==> src/rtl/csync_vsync_sep.sv <==
// Composite-sync vertical separator: classifies csync low pulses as normal/broad and regenerates vsync.
// Optional loss-of-sync timer enabled by defining SYNC_LOSS_EN.
module csync_vsync_sep #(
  parameter int unsigned CLK_FREQ    = 250_000,
  parameter int unsigned BROAD_US    = 15,
  parameter int unsigned BROAD_COUNT = 3,
  parameter int unsigned LOSS_US     = 1000
) (
  input  logic       clk_in,
  input  logic       rst_in,
  input  logic       csync_in,
  output logic       vsync_out,
  output logic [9:0] lines_per_field,
  output logic       sync_lost
);

  localparam int unsigned BROAD_TICKS = (CLK_FREQ / 1000) * BROAD_US / 1000;
  localparam int unsigned LOSS_TICKS  = (CLK_FREQ / 1000) * LOSS_US / 1000;
  localparam int unsigned WIDTH_W     = 8;
  localparam int unsigned BCNT_W      = 3;
  localparam int unsigned LINE_W      = 10;
  localparam int unsigned TIMER_W     = 16;

  // Elaboration-time sanity check of the derived constants
  if (BROAD_TICKS < 1 || BROAD_TICKS > 255 || BROAD_COUNT < 1 || BROAD_COUNT > 7 ||
      LOSS_TICKS < 1 || LOSS_TICKS > 65535) begin : g_param_check
    $error("csync_vsync_sep: derived constants out of range");
  end

  typedef enum logic {SEARCH, VSYNC} state_t;

  logic                sync1_q, cs_q, cs_dly_q;
  logic [2:0]          valid_q;
  logic                armed_q, armed_d;
  logic [WIDTH_W-1:0]  width_q, width_d;
  logic [BCNT_W-1:0]   broad_q, broad_d;
  logic [LINE_W-1:0]   line_q, line_d;
  logic [LINE_W-1:0]   lpf_q, lpf_d;
  state_t              state_q, state_d;
  logic                vsync_q, vsync_d;
  logic                fall_c, rise_c, is_broad_c;
  logic [BCNT_W-1:0]   broad_inc_c;
  logic [LINE_W-1:0]   line_inc_c;
`ifdef SYNC_LOSS_EN
  logic [TIMER_W-1:0]  timer_q, timer_d;
  logic                lost_q, lost_d;
`endif

  // valid_q[2] marks cs_dly_q as holding a real post-reset sample, hiding the reset-value edge
  always_ff @(posedge clk_in or posedge rst_in) begin
    if (rst_in) begin
      sync1_q  <= 1'b1;
      cs_q     <= 1'b1;
      cs_dly_q <= 1'b1;
      valid_q  <= '0;
      armed_q  <= 1'b0;
      width_q  <= '0;
      broad_q  <= '0;
      line_q   <= '0;
      lpf_q    <= '0;
      state_q  <= SEARCH;
      vsync_q  <= 1'b1;
    end else begin
      sync1_q  <= csync_in;
      cs_q     <= sync1_q;
      cs_dly_q <= cs_q;
      valid_q  <= {valid_q[1:0], 1'b1};
      armed_q  <= armed_d;
      width_q  <= width_d;
      broad_q  <= broad_d;
      line_q   <= line_d;
      lpf_q    <= lpf_d;
      state_q  <= state_d;
      vsync_q  <= vsync_d;
    end
  end

`ifdef SYNC_LOSS_EN
  always_ff @(posedge clk_in or posedge rst_in) begin
    if (rst_in) begin
      timer_q <= '0;
      lost_q  <= 1'b0;
    end else begin
      timer_q <= timer_d;
      lost_q  <= lost_d;
    end
  end
`endif

  always_comb begin
    armed_d = armed_q;
    width_d = width_q;
    broad_d = broad_q;
    line_d  = line_q;
    lpf_d   = lpf_q;
    state_d = state_q;
    vsync_d = vsync_q;
`ifdef SYNC_LOSS_EN
    timer_d = timer_q;
    lost_d  = lost_q;
`endif

    fall_c      = valid_q[2] & cs_dly_q & ~cs_q;
    // A rise only ends a pulse whose fall was seen after reset
    rise_c      = valid_q[2] & armed_q & ~cs_dly_q & cs_q;
    is_broad_c  = (width_q >= WIDTH_W'(BROAD_TICKS));
    broad_inc_c = (broad_q == '1) ? broad_q : broad_q + BCNT_W'(1);
    line_inc_c  = (line_q == '1) ? line_q : line_q + LINE_W'(1);

    if (fall_c) begin
      width_d = WIDTH_W'(1);
      armed_d = 1'b1;
    end else if (!cs_q && width_q != '1) begin
      width_d = width_q + WIDTH_W'(1);
    end

    if (rise_c) begin
      if (is_broad_c) begin
        broad_d = broad_inc_c;
      end else begin
        broad_d = '0;
        line_d  = line_inc_c;
      end
    end

    unique case (state_q)
      SEARCH: begin
        if (rise_c && is_broad_c && broad_inc_c == BCNT_W'(BROAD_COUNT)) begin
          state_d = VSYNC;
          vsync_d = 1'b0;
          lpf_d   = line_q;
          line_d  = '0;
        end
      end
      VSYNC: begin
        if (rise_c && !is_broad_c) begin
          state_d = SEARCH;
          vsync_d = 1'b1;
          line_d  = LINE_W'(1);
        end
      end
      default: begin
        state_d = SEARCH;
        vsync_d = 1'b1;
      end
    endcase

`ifdef SYNC_LOSS_EN
    if (fall_c) begin
      timer_d = '0;
      lost_d  = 1'b0;
    end else begin
      if (timer_q != '1) timer_d = timer_q + TIMER_W'(1);
      // Timeout overrides any classification in the same cycle
      if (timer_q == TIMER_W'(LOSS_TICKS - 1)) begin
        lost_d  = 1'b1;
        state_d = SEARCH;
        vsync_d = 1'b1;
        broad_d = '0;
        line_d  = '0;
      end
    end
`endif
  end

  assign vsync_out       = vsync_q;
  assign lines_per_field = lpf_q;
`ifdef SYNC_LOSS_EN
  assign sync_lost       = lost_q;
`else
  assign sync_lost       = 1'b0;
`endif

endmodule

==> config.mk <==
export PLATFORM = sky130hd
export DESIGN_NAME = csync_vsync_sep
export DESIGN_NICKNAME = d
export VERILOG_FILES = /design/src/rtl/csync_vsync_sep.sv
export SDC_FILE = /design/constraint.sdc
export NUM_CORES = 1
export LEC_CHECK = 0
export ABC_CLOCK_PERIOD_IN_PS = 2300
export BUFFER_PORTS_ARGS = -buffer_cell sky130_fd_sc_hd__buf_2
export CORE_MARGIN = 10
export CORE_UTILIZATION = 58
export DETAILED_ROUTE_END_ITERATION = 8
export GPL_TIMING_DRIVEN = 0
export PLACE_DENSITY = 0.76
export SYNTH_ARGS = -nofsm -noshare
export SYNTH_HDL_FRONTEND = slang
export SYNTH_SLANG_ARGS = --single-unit
==> constraint.sdc <==
create_clock -name clk_in -period 2.3 [get_ports clk_in]
set_input_delay 0.46 -clock clk_in [delete_from_list [all_inputs] [get_ports clk_in]]
set_output_delay 0.46 -clock clk_in [all_outputs]
set_load 0.01 [all_outputs]
== After elaboration in Yosys (flattened, before gate mapping) ==
Index checks and enable logic that the tools add are counted.

* Bits in registers: 40
* Input port bits: 3
* Output and inout port bits: 12

* $add $sub $neg: 3
* Order comparisons: 1
* Equality and inequality tests: 6
* Mux-type cells: 16
* Bitwise logic cells: 8
* Reductions and logical operators: 9

{| class="wikitable"
|+ Operator list
! kind !! number
|-
| $mux W10 || 5
|-
| $pmux W10 S2 || 1
|-
| $mux W8 || 2
|-
| $add A10 B1 Y10 const B || 1
|-
| $eq A10 B10 Y1 const B || 1
|-
| $add A8 B1 Y8 const B || 1
|-
| $ge A8 B2 Y1 const B || 1
|-
| $ne A8 B8 Y1 const B || 1
|-
| $mux W3 || 2
|-
| $and A1 B1 Y1 || 5
|-
| $logic_and A1 B1 Y1 || 4
|-
| $mux W1 || 4
|-
| $pmux W1 S2 || 2
|-
| $reduce_and A2 Y1 || 2
|-
| $add A3 B1 Y3 const B || 1
|-
| $eq A3 B2 Y1 const B || 1
|-
| $eq A3 B3 Y1 const B || 1
|-
| $not A1 Y1 || 3
|-
| $logic_not A1 Y1 || 2
|-
| $ne A2 B1 Y1 const B || 1
|-
| $ne A2 B2 Y1 const B || 1
|-
| $reduce_bool A2 Y1 || 1
|}

== Longest topological paths before layout ==
Gate-level depths: netlist of the first run.

* Depth in word-level cells: 7
* Mapped depth: 6
* Gate-level depth less buffers: 5

== Worst setup path after synthesis of the first run ==
No wires, ideal clock.

* Path kind: register -> register
* From: reg width_q[0]
* To: reg lpf_q[1], in the netlist lines_per_field[1]
* Library setup time: 0.128 ns
* Arrival: 1.830 ns
* Setup slack: 0.343 ns
* Stages on the path, launching flop included: 7
* Buffers on the path: 1
* Clock period less this slack: 1.957 ns
* Cell sequence: dfrtp_1 > ha_1 > or4_4 > nor2_2 > nor3_1 > buf_4 > mux2_1

* Longest elaborated chain between the ends: 4

{| class="wikitable"
|+ Ends and longest elaborated chain
! element !! line !! source
|-
| start, declared || 35 || <nowiki>logic [WIDTH_W-1:0] width_q, width_d;</nowiki>
|-
| start signal, assigned || 69 || <nowiki>width_q <= width_d;</nowiki>
|-
| $ge A8 B2 Y1 || 106 || <nowiki>is_broad_c = (width_q >= WIDTH_W'(BROAD_TICKS));</nowiki>
|-
| $logic_and A1 B1 Y1 (2 in series) || 128 || <nowiki>if (rise_c && is_broad_c && broad_inc_c == BCNT_W'(BROAD_COUNT)) begin</nowiki>
|-
| $reduce_and A2 Y1 (no source line) || - ||
|-
| end signal, assigned || 72 || <nowiki>lpf_q <= lpf_d;</nowiki>
|-
| end, declared || 38 || <nowiki>logic [LINE_W-1:0] lpf_q, lpf_d;</nowiki>
|}

No other way between the ends.
A chain may end at the register's enable or synchronous reset.

== Worst setup path in the final report of the first run ==
* From: reg width_q[0]
* To: reg line_q[7]

* Longest elaborated chain between the ends: 5
* Elaborated cells on any way between the ends: 10
* Those cells by class: 1 x order compare; 5 x mux; 4 x reduce/logical

{| class="wikitable"
|+ Ends and longest elaborated chain
! element !! line !! source
|-
| $ge A8 B2 Y1 * || 106 ||
|-
| $mux W10, or another cell as far along || 118 || <nowiki>if (is_broad_c) begin</nowiki>
|-
| $mux W10, or another cell as far along || 117 || <nowiki>if (rise_c) begin</nowiki>
|-
| $mux W10, on equally long branches || 136, 128 ||
|-
| $pmux W10 S2 * || 126 || <nowiki>unique case (state_q)</nowiki>
|-
| via line_d[7] || 37 || <nowiki>logic [LINE_W-1:0] line_q, line_d;</nowiki>
|-
| end signal, assigned || 71 || <nowiki>line_q <= line_d;</nowiki>
|-
| end, declared || 37 ||
|}

Mark *: on every way through the listed nets, which the timed path passes. The rest lies on a longest branch.

==> out/results.tsv, run 1 <==
stage	metric	value	unit
worst_setup_path	cp_top_family	simple AND/OR/NAND/NOR gates	
sta	fin_crit_sh	93.46	%
routing	antenna_left	0	
final_layout	diodes	0	
cts	clock_path_buffers	2	
floorplan	rows	20	
synth	synth_top_family_by_area	simple AND/OR/NAND/NOR gates	
final_layout	syn_to_final_growth	9.259	%
sta	rsz0062_at_grt	no	
final_layout	final_layout_size_suffix_gt1_share	21.05	%
synth	synth-main-ff-cell	dfrtp_1	
sta	post-route-min-period	2.149	ns
worst_setup_path	required	2.56	ns
worst_setup_path	cp_slowest_cell	or4_4	
worst_setup_path	start_kind	flip-flop	
sta	maxSlewViolCount	0	
floorplan	initial_utilization	61.46	%
synth	synth_cells	169	
grt	overflow	0	
floorplan	coreArea	3078	µm²
synth	syn_nets	175	
sta	setup_viol	0	
worst_setup_path	cp_max_fo	10	
worst_setup_path	crit_arrival	2.41	ns
worst_setup_path	critPathMaxStageDelay	0.48	ns
synth	synth-adder-area-share	1.984	%
pwr	p_per_area	859.1	nW/µm²
flow_run	maxCapViolCount	0	
synth	synthArstFlopShare	100.0	%
routing	drt_pass1_iterations	4	
cts	clk_pin_slew	0.11	ns
synth	synth-xor-area-share	1.852	%
worst_setup_path	end_kind	flip-flop	
floorplan	io_pins	15	
final_layout	layout.cells.non_filler	234	
cts	clock_latency	0.36	ns
synth	synth_seq_area_share	53.17	%
synth	synth_area	1892	µm²
sta	fmax	0.4652	GHz
worst_setup_path	path_buf_inv	1	
sta	slew_headroom	46.02	%
routing	wl_per_cell	15.19	µm
routing	wirelength	3.555	mm
placed_design	gp_congestion	0.8452	
floorplan	dieArea	5946	µm²
routing	drt-initial-drc-count	96	
synth	synth-compound-area-share	12.90	%
routing	via_per_inst	5.957	
floorplan	die_y	77.11	µm
sta	finalSetupTns	0	ns
grt	grt_pass1_vias	1389	
synth	yosys_warnings	0	
cts	tritoncts	yes	
cts	cts.sinks	40	
cts	cts_max_level	2	
grt	antenna_found_initial	0	
grt	grt_start_max_net_pins	41	
worst_setup_path	cp_cell_sequence	ha_1 -> or4_4 -> nor3_4 -> buf_6 -> a31oi_1 -> a311oi_1	
synth	ys_seq_elements	40	
final_layout	fillers	254	
synth	yosysUniqueCellTypes	44	
placed_design	hpwlAfterDp	2.524	mm
placed_design	io_buffer_count	13	
synth	synth_edf_count	0	
synth	synth_simple_gate_area_share	19.51	%
synth	synth_mux_area_share	7.011	%
worst_setup_path	critPathKind	flip-flop to flip-flop	
pwr	peakVddDrop	0.5455	mV
hold_path	hold_class	primary input to flip-flop	
grt	track_usage	12.81	%
sta	worst_pin_slew	0.8035	ns
cts	cts_made_buffers	5	
floorplan	dieWidth	77.11	µm
grt	grt_pass1_wl	6.382	mm
final_layout	finalNetCount	195	
routing	route.detailed.drc	0	
cts	root_buffer	clkbuf_4	
placed_design	dp.cells	226	
routing	vias	1394	
sta	final_hold_viol_count	0	
sta	clock-skew-final	0.01127	ns
synth	avgSynthCellArea	11.19	µm²
status	outcome	finished clean	
pwr	p_leak	0.0009191	µW
==> power by group <==
group / leakage [µW] / internal, µW / total, µW / switching [µW]
Clock: 0.0000293 / 119 / 343 / 224
Combinational: 0.000373 / 203 / 478 / 276
Sequential: 0.000517 / 826 / 954 / 129
==> cell families (layout without fill, tap and decap cells) <==
family / Yosys count / in the layout
muxes: 12 / 12
buffers and inverters: 10 / 31
AOI/OAI and AO/OA: 35 / 35
xor gates and xnor gates: 4 / 4
DFF: 40 / 40
adders and majority gates: 3 / 3
and+or+nand+nor: 63 / 63
other: 2 / 2
==> worst reg2reg max path: stages (launching register included) <==
cell and delay [ns]:
dfrtp_1 0.42, ha_1 0.30, or4_4 0.48, nor3_4 0.30, buf_6 0.20, a31oi_1 0.09
a311oi_1 0.27
==> per-stage QoR <==
step	setup WS [ns]	hold WS (ns)	instance area (µm²)	power (µW)	util, %
floorplan	0.3425	0.3312	1892	1318	-
CTS	0.05775	0.1876	2062	1784	66.99
global placement	0.1715	0.3362	2012	1412	65.37
detailed placement	0.06299	0.3411	2012	1442	65.37
global route	0.004944	0.1779	2067	1914	67.15
finish	0.1505	0.1973	2067	1776	67.15
==> timing repair <==
| item | in CTS | in global routing |
|---|---|---|
| resized for setup | 0 | 1 |
| setup endpoints to repair | 0 | 8 |
| buffers inserted | 0 | 0 |
| hold buffers | 0 | 0 |
==> cell usage after synthesis (4+ instances only) <==
master | instances | area [µm²]
dfstp_2 | 4 | 105.1
o31ai_1 | 4 | 30.03
nand2_1 | 11 | 41.29
a311oi_1 | 4 | 35.03
dfrtp_1 | 36 | 900.9
and3_1 | 4 | 25.02
nor2_1 | 9 | 33.78
a211oi_1 | 4 | 30.03
a41oi_1 | 4 | 35.03
a31oi_1 | 5 | 31.28
mux2_1 | 4 | 45.04
nand3_1 | 8 | 40.04
nor3_1 | 7 | 35.03
a21oi_1 | 7 | 35.03
mux2_2 | 6 | 67.56
==> sequential cells by signal, summed over array words and instances, names as in the netlist <==
name and cells:
sync1_q 1, vsync_out 1, valid_q 3, cs_q 1, state_q 1, cs_dly_q 1
armed_q 1, lines_per_field 10, broad_q 3, width_q 8, line_q 10
==> layout make-up <==
| cell class | count | area, µm² | share of cell area (%) |
|---|---|---|---|
| sequential | 40 | 1006 | 48.67 |
| multi-input combinational | 119 | 830.8 | 40.19 |
| timing repair buffer | 13 | 65.06 | 3.148 |
| tap | 44 | 55.05 | 2.663 |
| buffer | 7 | 48.80 | 2.361 |
| clock buffer | 7 | 45.04 | 2.179 |
| inverter | 3 | 11.26 | 0.5448 |
| clock inverter | 1 | 5.005 | 0.2421 |
==> metal layers <==
metal,vias up,global-route usage (%),share of wire [%]
li1,678,-,-
met1,670,16.35,48
met2,38,18.89,43
met3,8,4.312,6.9
met4,0,6.204,2.1
met5,-,0,0
==> worst paths after layout <==
path,start,endpoint,slack (ns),cells past startpoint
min reg2reg,valid_q[0],valid_q[1],0.36,0
min in group asynchronous,rst_in,width_q[3],0.24,2
max,width_q[0],line_q[7],0.15,6
max in group asynchronous,rst_in,line_q[6],1.56,2
max reg2reg,width_q[0],line_q[7],0.15,6
min,csync_in,sync1_q,0.20,1
==> layout by cell type, fill, tap and decap left out, types with 5 or more instances in the layout <==
cell      synthesis  routed
a21oi_1           7       7
a31oi_1           5       5
buf_2             0      13
clkbuf_1          3       5
clkbuf_4          0       5
dfrtp_1          36      36
mux2_2            6       6
nand2_1          11      11
nand3_1           8       8
nor2_1            9       9
nor3_1            7       6
No activity file was read; power rests on OpenSTA's default activity.
==> run 2, diff against run 1 <==
Settings changed: ABC_CLOCK_PERIOD_IN_PS 2300 to 2700, CAP_MARGIN from default to 20, CORE_UTILIZATION 58 to 63, PLACE_DENSITY 0.76 to 0.82, REMOVE_ABC_BUFFERS from default to 1.
Clock period 2.3 ns to 2.7 ns, I/O delays scaled along.
==> run 2 against run 1 <==
  * Die area decreased by 5.9%
  * Sequential power shrank 13%
  * Sequential cell count stayed put
  * Power decreased by 16%
  * Via count unchanged
  * Worst hold slack better by 0.10 ns
  * Critical path depth shrank 1
  * Critical path type unchanged
==> out/results.tsv, run 2 (synthesized netlist as in run 1, its figures left out) <==
stage	metric	value	unit
grt	grt_pass1_wl	6.044	mm
final_layout	final_area	2002	µm²
cts	clk_pin_slew	0.11	ns
pwr	combPwrFrac	26.0	%
worst_setup_path	cp_cell_sequence	ha_1 -> nor4_1 -> nand2_1 -> nor3_2 -> mux2_2	
sta	worst_pin_slew	0.9828	ns
final_layout	diodes	0	
worst_setup_path	critPathKind	flip-flop to flip-flop	
floorplan	rows	19	
routing	drt_pass1_iterations	4	
pwr	p_per_area	748.1	nW/µm²
floorplan	dieWidth	74.80	µm
pwr	seqPwrFrac	55.2	%
worst_setup_path	reg2regPathDepth	5	
cts	clock_path_buffers	2	
floorplan	dieArea	5595	µm²
sta	clock-skew-final	0.01239	ns
worst_setup_path	cp.depth	5	
sta	post-route-min-period	2.418	ns
flow_run	maxCapViolCount	0	
final_layout	final_common_cell	dfrtp_1	
status	outcome	finished clean	
pwr	p_leak	0.0008924	µW
routing	wl_per_cell	16.88	µm
cts	postCtsSetupRepairBufs	0	
pwr	switchingPower	528.2	µW
routing	route.detailed.drc	0	
grt	grt-busiest-layer	met2	
pwr	clock_power_share	18.8	%
grt	use_met3	4.336	%
sta	rsz0062_at_grt	no	
final_layout	fillers	204	
sta	fmax	0.4136	GHz
sta	whs	0.2988	ns
worst_setup_path	critPathMaxStageDelay	0.76	ns
worst_setup_path	required	2.92	ns
pwr	internal_power	969.5	µW
sta	setup_viol	0	
worst_setup_path	end_kind	flip-flop	
cts	tritoncts	yes	
worst_setup_path	cp_max_fo	12	
cts	ctsResizeCount	0	
final_layout	final_layout_size_suffix_gt1_share	19.67	%
sta	final_hold_viol_count	0	
grt	met2_usage	22.57	%
worst_setup_path	crit_arrival	2.64	ns
routing	via_per_inst	6.514	
final_layout	finalNetCount	188	
grt	antenna_found_initial	0	
routing	drt-initial-drc-count	170	
worst_setup_path	cp_top_family	simple AND/OR/NAND/NOR gates	
placed_design	gp_congestion	0.8735	
cts	root_buffer	clkbuf_4	
sta	fin_crit_sh	89.54	%
floorplan	initial_utilization	67.44	%
final_layout	syn_to_final_growth	5.820	%
cts	hold_buffers	0	
floorplan	die_y	74.80	µm
sta	maxSlewViolCount	0	
worst_setup_path	start_kind	flip-flop	
hold_path	hold_class	primary input to flip-flop	
cts	cts_max_level	2	
hold_path	min_path_cells	1	
final_layout	final_cell_mix	dfrtp_1 (36), buf_2 (13), nand2_1 (11)	
placed_design	placed_area	1952	µm²
worst_setup_path	cp_slowest_cell	nor3_2	
grt	grt_start_max_net_pins	41	
grt	grt_util_met1	16.68	%
placed_design	io_buffer_count	13	
routing	antenna_left	0	
pwr	p_sw_share	35.27	%
grt	track_usage	13.63	%
floorplan	coreArea	2805	µm²
cts	cts_made_buffers	5	
worst_setup_path	path_buf_inv	0	
floorplan	io_pins	15	
cts	clock_latency	0.34	ns
routing	wirelength	3.613	mm
cts	cts.sinks	40	
sta	slew_headroom	34.12	%
grt	overflow	0	
placed_design	hpwlAfterDp	2.566	mm
grt	grt_pass1_vias	1342	
pwr	peakVddDrop	0.4778	mV
routing	vias	1394	
[run 2: path summary, 6_finish.rpt]
kind	start	endpoint	slack, ns
worst max-delay path	broad_q[0]	lines_per_field[9]	0.28
worst min-delay path	csync_in	sync1_q	0.30
worst max register to register	broad_q[0]	lines_per_field[9]	0.28
worst min register to register	valid_q[0]	valid_q[1]	0.36
max in group asynchronous	rst_in	armed_q	1.86
min in group asynchronous	rst_in	width_q[7]	0.33
[run 2: through the flow]
stage / setup TNS, ns / power (µW) / util, % / worst slack [ns] / instances
floorplan: 0 / 1112 / - / 0.3405 / 162
global placement: -1.391 / 1184 / 69.40 / -0.1580 / 206
detailed placement: 0 / 1229 / 69.58 / 0.3480 / 206
CTS: 0 / 1504 / 71.36 / 0.3277 / 214
global route: 0 / 1598 / 71.36 / 0.1231 / 214
finish: 0 / 1498 / 71.36 / 0.2825 / 214
[run 2: power by group through the flow]
stage	logic [µW]	clock network [µW]	registers [µW]
CTS	393	286	825
finish	390	281	827
global route	443	307	848
global placement	360	0	825
detailed placement	392	0	837
floorplan	299	0	813
[run 2: worst register-to-register path, delay by kind of cell, from the launching register on]
family / cells / cell delay (ns)
and+or+nand+nor: 3 / 1.22
DFF: 1 / 0.43
muxes: 1 / 0.42
adders and majority gates: 1 / 0.24
[run 2: metal layers]
layer,part of all wire [%],up-vias
met1,46,680
met5,0,-
met4,1.0,0
met3,5.1,9
li1,-,669
met2,47,36
[run 2: cell type report]
type	count	area (µm²)	area share, %
Clock inverter	1	5.005	0.2500
Inverter	3	11.26	0.5625
Clock buffer	7	45.04	2.250
Sequential cell	40	1006	50.25
Timing Repair Buffer	13	65.06	3.250
Multi-Input combinational cell	119	830.8	41.50
Tap cell	31	38.79	1.938
==> run 3, diff against run 2 <==
Settings changed: ABC_CLOCK_PERIOD_IN_PS 2700 to 2000, CORE_MARGIN 10 to 4, CORE_UTILIZATION 63 to 53, PLACE_DENSITY 0.82 to 0.74.
Clock period 2.7 ns to 2 ns, I/O delays scaled along.
==> run 3 against run 2 <==
  * Utilization decreased by 5.6 points
  * Largest cell class unchanged
  * Wire length increased by 0.94%
  * Global-route usage up 4.0 points
  * Worst setup slack worse by 0.23 ns
  * First-iteration DRC count is 32% lower
  * Sequential power up 38%
  * Critical path type unchanged
  * Sequential share of layout area decreased by 5.1 points
  * Final area is 11% higher
  * Combinational power grew 84%
==> out/results.tsv, run 3 (synthesized netlist as in run 1, its figures left out) <==
stage	metric	value	unit
status	outcome	finished clean	
routing	route.detailed.drc	0	
sta	post-route-min-period	1.950	ns
worst_setup_path	start_kind	flip-flop	
routing	antenna_left	0	
cts	root_buffer	clkbuf_4	
cts	clk_pin_slew	0.12	ns
sta	slew_headroom	47.12	%
grt	grt_start_max_net_pins	41	
final_layout	syn_to_final_growth	17.86	%
floorplan	rows	21	
worst_setup_path	cp_slowest_cell	or4_4	
hold_path	hp-start	csync_in	
pwr	seqPwrFrac	48.1	%
worst_setup_path	r2r_start	width_q[5]	
grt	grt_pass1_wl	5.947	mm
routing	via_per_inst	6.096	
pwr	combPwrFrac	30.1	%
sta	fmax	0.5127	GHz
pwr	p_leak	0.0009691	µW
cts	hold_buffers	0	
worst_setup_path	cp_top_family	simple AND/OR/NAND/NOR gates	
flow_run	maxCapViolCount	0	
final_layout	multi_input_comb_area	922.1	µm²
final_layout	final_layout_size_suffix_gt1_share	28.87	%
worst_setup_path	end_kind	flip-flop	
final_layout	fillers	257	
pwr	peakVddDrop	0.5559	mV
cts	cts_made_buffers	5	
pwr	p_per_area	1066	nW/µm²
floorplan	die_y	67.75	µm
pwr	p_sw_share	35.10	%
final_layout	register_area	1006	µm²
final_layout	finalNetCount	199	
worst_setup_path	path_buf_inv	1	
worst_setup_path	cp_cell_sequence	or4_4 -> o211ai_1 -> buf_4 -> a21oi_2 -> nor3_2	
pwr	internal_power	1543	µW
worst_setup_path	required	2.28	ns
placed_design	hpwlAfterDp	2.268	mm
cts	clock_path_buffers	2	
worst_setup_path	crit_arrival	2.24	ns
final_layout	final_common_cell	dfrtp_1	
routing	wirelength	3.647	mm
grt	overflow	0	
final_layout	diodes	0	
floorplan	initial_utilization	55.81	%
worst_setup_path	critPathKind	flip-flop to flip-flop	
cts	tritoncts	yes	
cts	clock_latency	0.35	ns
pwr	switchingPower	834.3	µW
worst_setup_path	critPathMaxStageDelay	0.62	ns
grt	track_usage	17.65	%
floorplan	dieWidth	67.75	µm
routing	drt-initial-drc-count	116	
routing	vias	1463	
placed_design	gp_congestion	0.8067	
sta	setup_ws	0.04960	ns
sta	final_hold_viol_count	0	
final_layout	final_cell_mix	dfrtp_1 (36), buf_2 (13), nand2_1 (11)	
cts	cts.sinks	40	
grt	antenna_found_initial	0	
sta	maxSlewViolCount	0	
worst_setup_path	cp_max_fo	8	
worst_setup_path	crit_path_start	width_q[5]	
sta	setup_viol	0	
pwr	clock_power_share	21.8	%
sta	clock-skew-final	0.01295	ns
floorplan	dieArea	4589	µm²
placed_design	io_buffer_count	13	
final_layout	utilization	65.78	%
grt	grt_pass1_vias	1321	
hold_path	hold_class	primary input to flip-flop	
floorplan	coreArea	3390	µm²
routing	wl_per_cell	15.20	µm
sta	worst_pin_slew	0.7921	ns
routing	drt_pass1_iterations	4	
cts	cts_max_level	2	
sta	fin_crit_sh	97.52	%
placed_design	place_ws	-0.4034	ns
floorplan	io_pins	15	
==> run 3: final cells by class <==
cell class | instances | area share, %
multi-input cells | 120 | 41.36
well taps | 46 | 2.581
inverters | 3 | 0.5051
clock buffers | 6 | 1.852
clock inverters | 2 | 1.571
flip-flops and latches | 40 | 45.12
repair buffers | 23 | 7.015
==> run 3: worst paths after layout <==
path / to / slack [ns] / cells past startpoint
max: line_q[6] / 0.05 / 5
min: sync1_q / 0.14 / 1
max reg2reg: line_q[6] / 0.05 / 5
min reg2reg: valid_q[1] / 0.36 / 0
max in group asynchronous: line_q[7] / 1.31 / 2
min in group asynchronous: line_q[6] / 0.18 / 2
==> run 3: worst reg2reg max path: stages (launching register included) <==
cell and delay, ns:
dfrtp_1 0.49, or4_4 0.62, o211ai_1 0.32, buf_4 0.18
a21oi_2 0.09, nor3_2 0.19
==> run 3: power groups by stage <==
| stage | Combinational (µW) | Clock [µW] | Sequential (µW) |
|---|---|---|---|
| final | 716 | 518 | 1140 |
| after global routing | 798 | 575 | 1170 |
| after CTS | 590 | 534 | 1120 |
| after detailed placement | 515 | 0 | 1130 |
| after global placement | 486 | 0 | 1110 |
| after floorplan | 404 | 0 | 1100 |
==> run 3: timing repair <==
action                     CTS  global route
pin swaps                    2             8
setup endpoints to repair   22            18
setup buffers                5             5
resized for setup            6             9
cloned                       0             1
==> run 3: metrics by stage <==
step / std cells / power, µW / setup TNS, ns / hold WS (ns) / instance area [µm²]
global placement: 221 / 1601 / -10.63 / 0.3338 / 1966
global route: 240 / 2544 / -0.3557 / 0.1081 / 2230
finish: 240 / 2377 / 0 / 0.1432 / 2230
detailed placement: 221 / 1644 / -5.486 / 0.3465 / 1971
CTS: 234 / 2247 / 0 / 0.1264 / 2127
floorplan: 162 / 1502 / -3.590 / 0.3312 / 1843
==> run 3: metal layers <==
| metal | up-vias | wire length, µm | global-route usage, % |
|---|---|---|---|
| met4 | 0 | 29 | 8.354 |
| met1 | 707 | 1643 | 23.81 |
| met3 | 6 | 222 | 3.993 |
| met2 | 52 | 1752 | 26.85 |
| met5 | - | 0 | 0 |
| li1 | 698 | - | - |
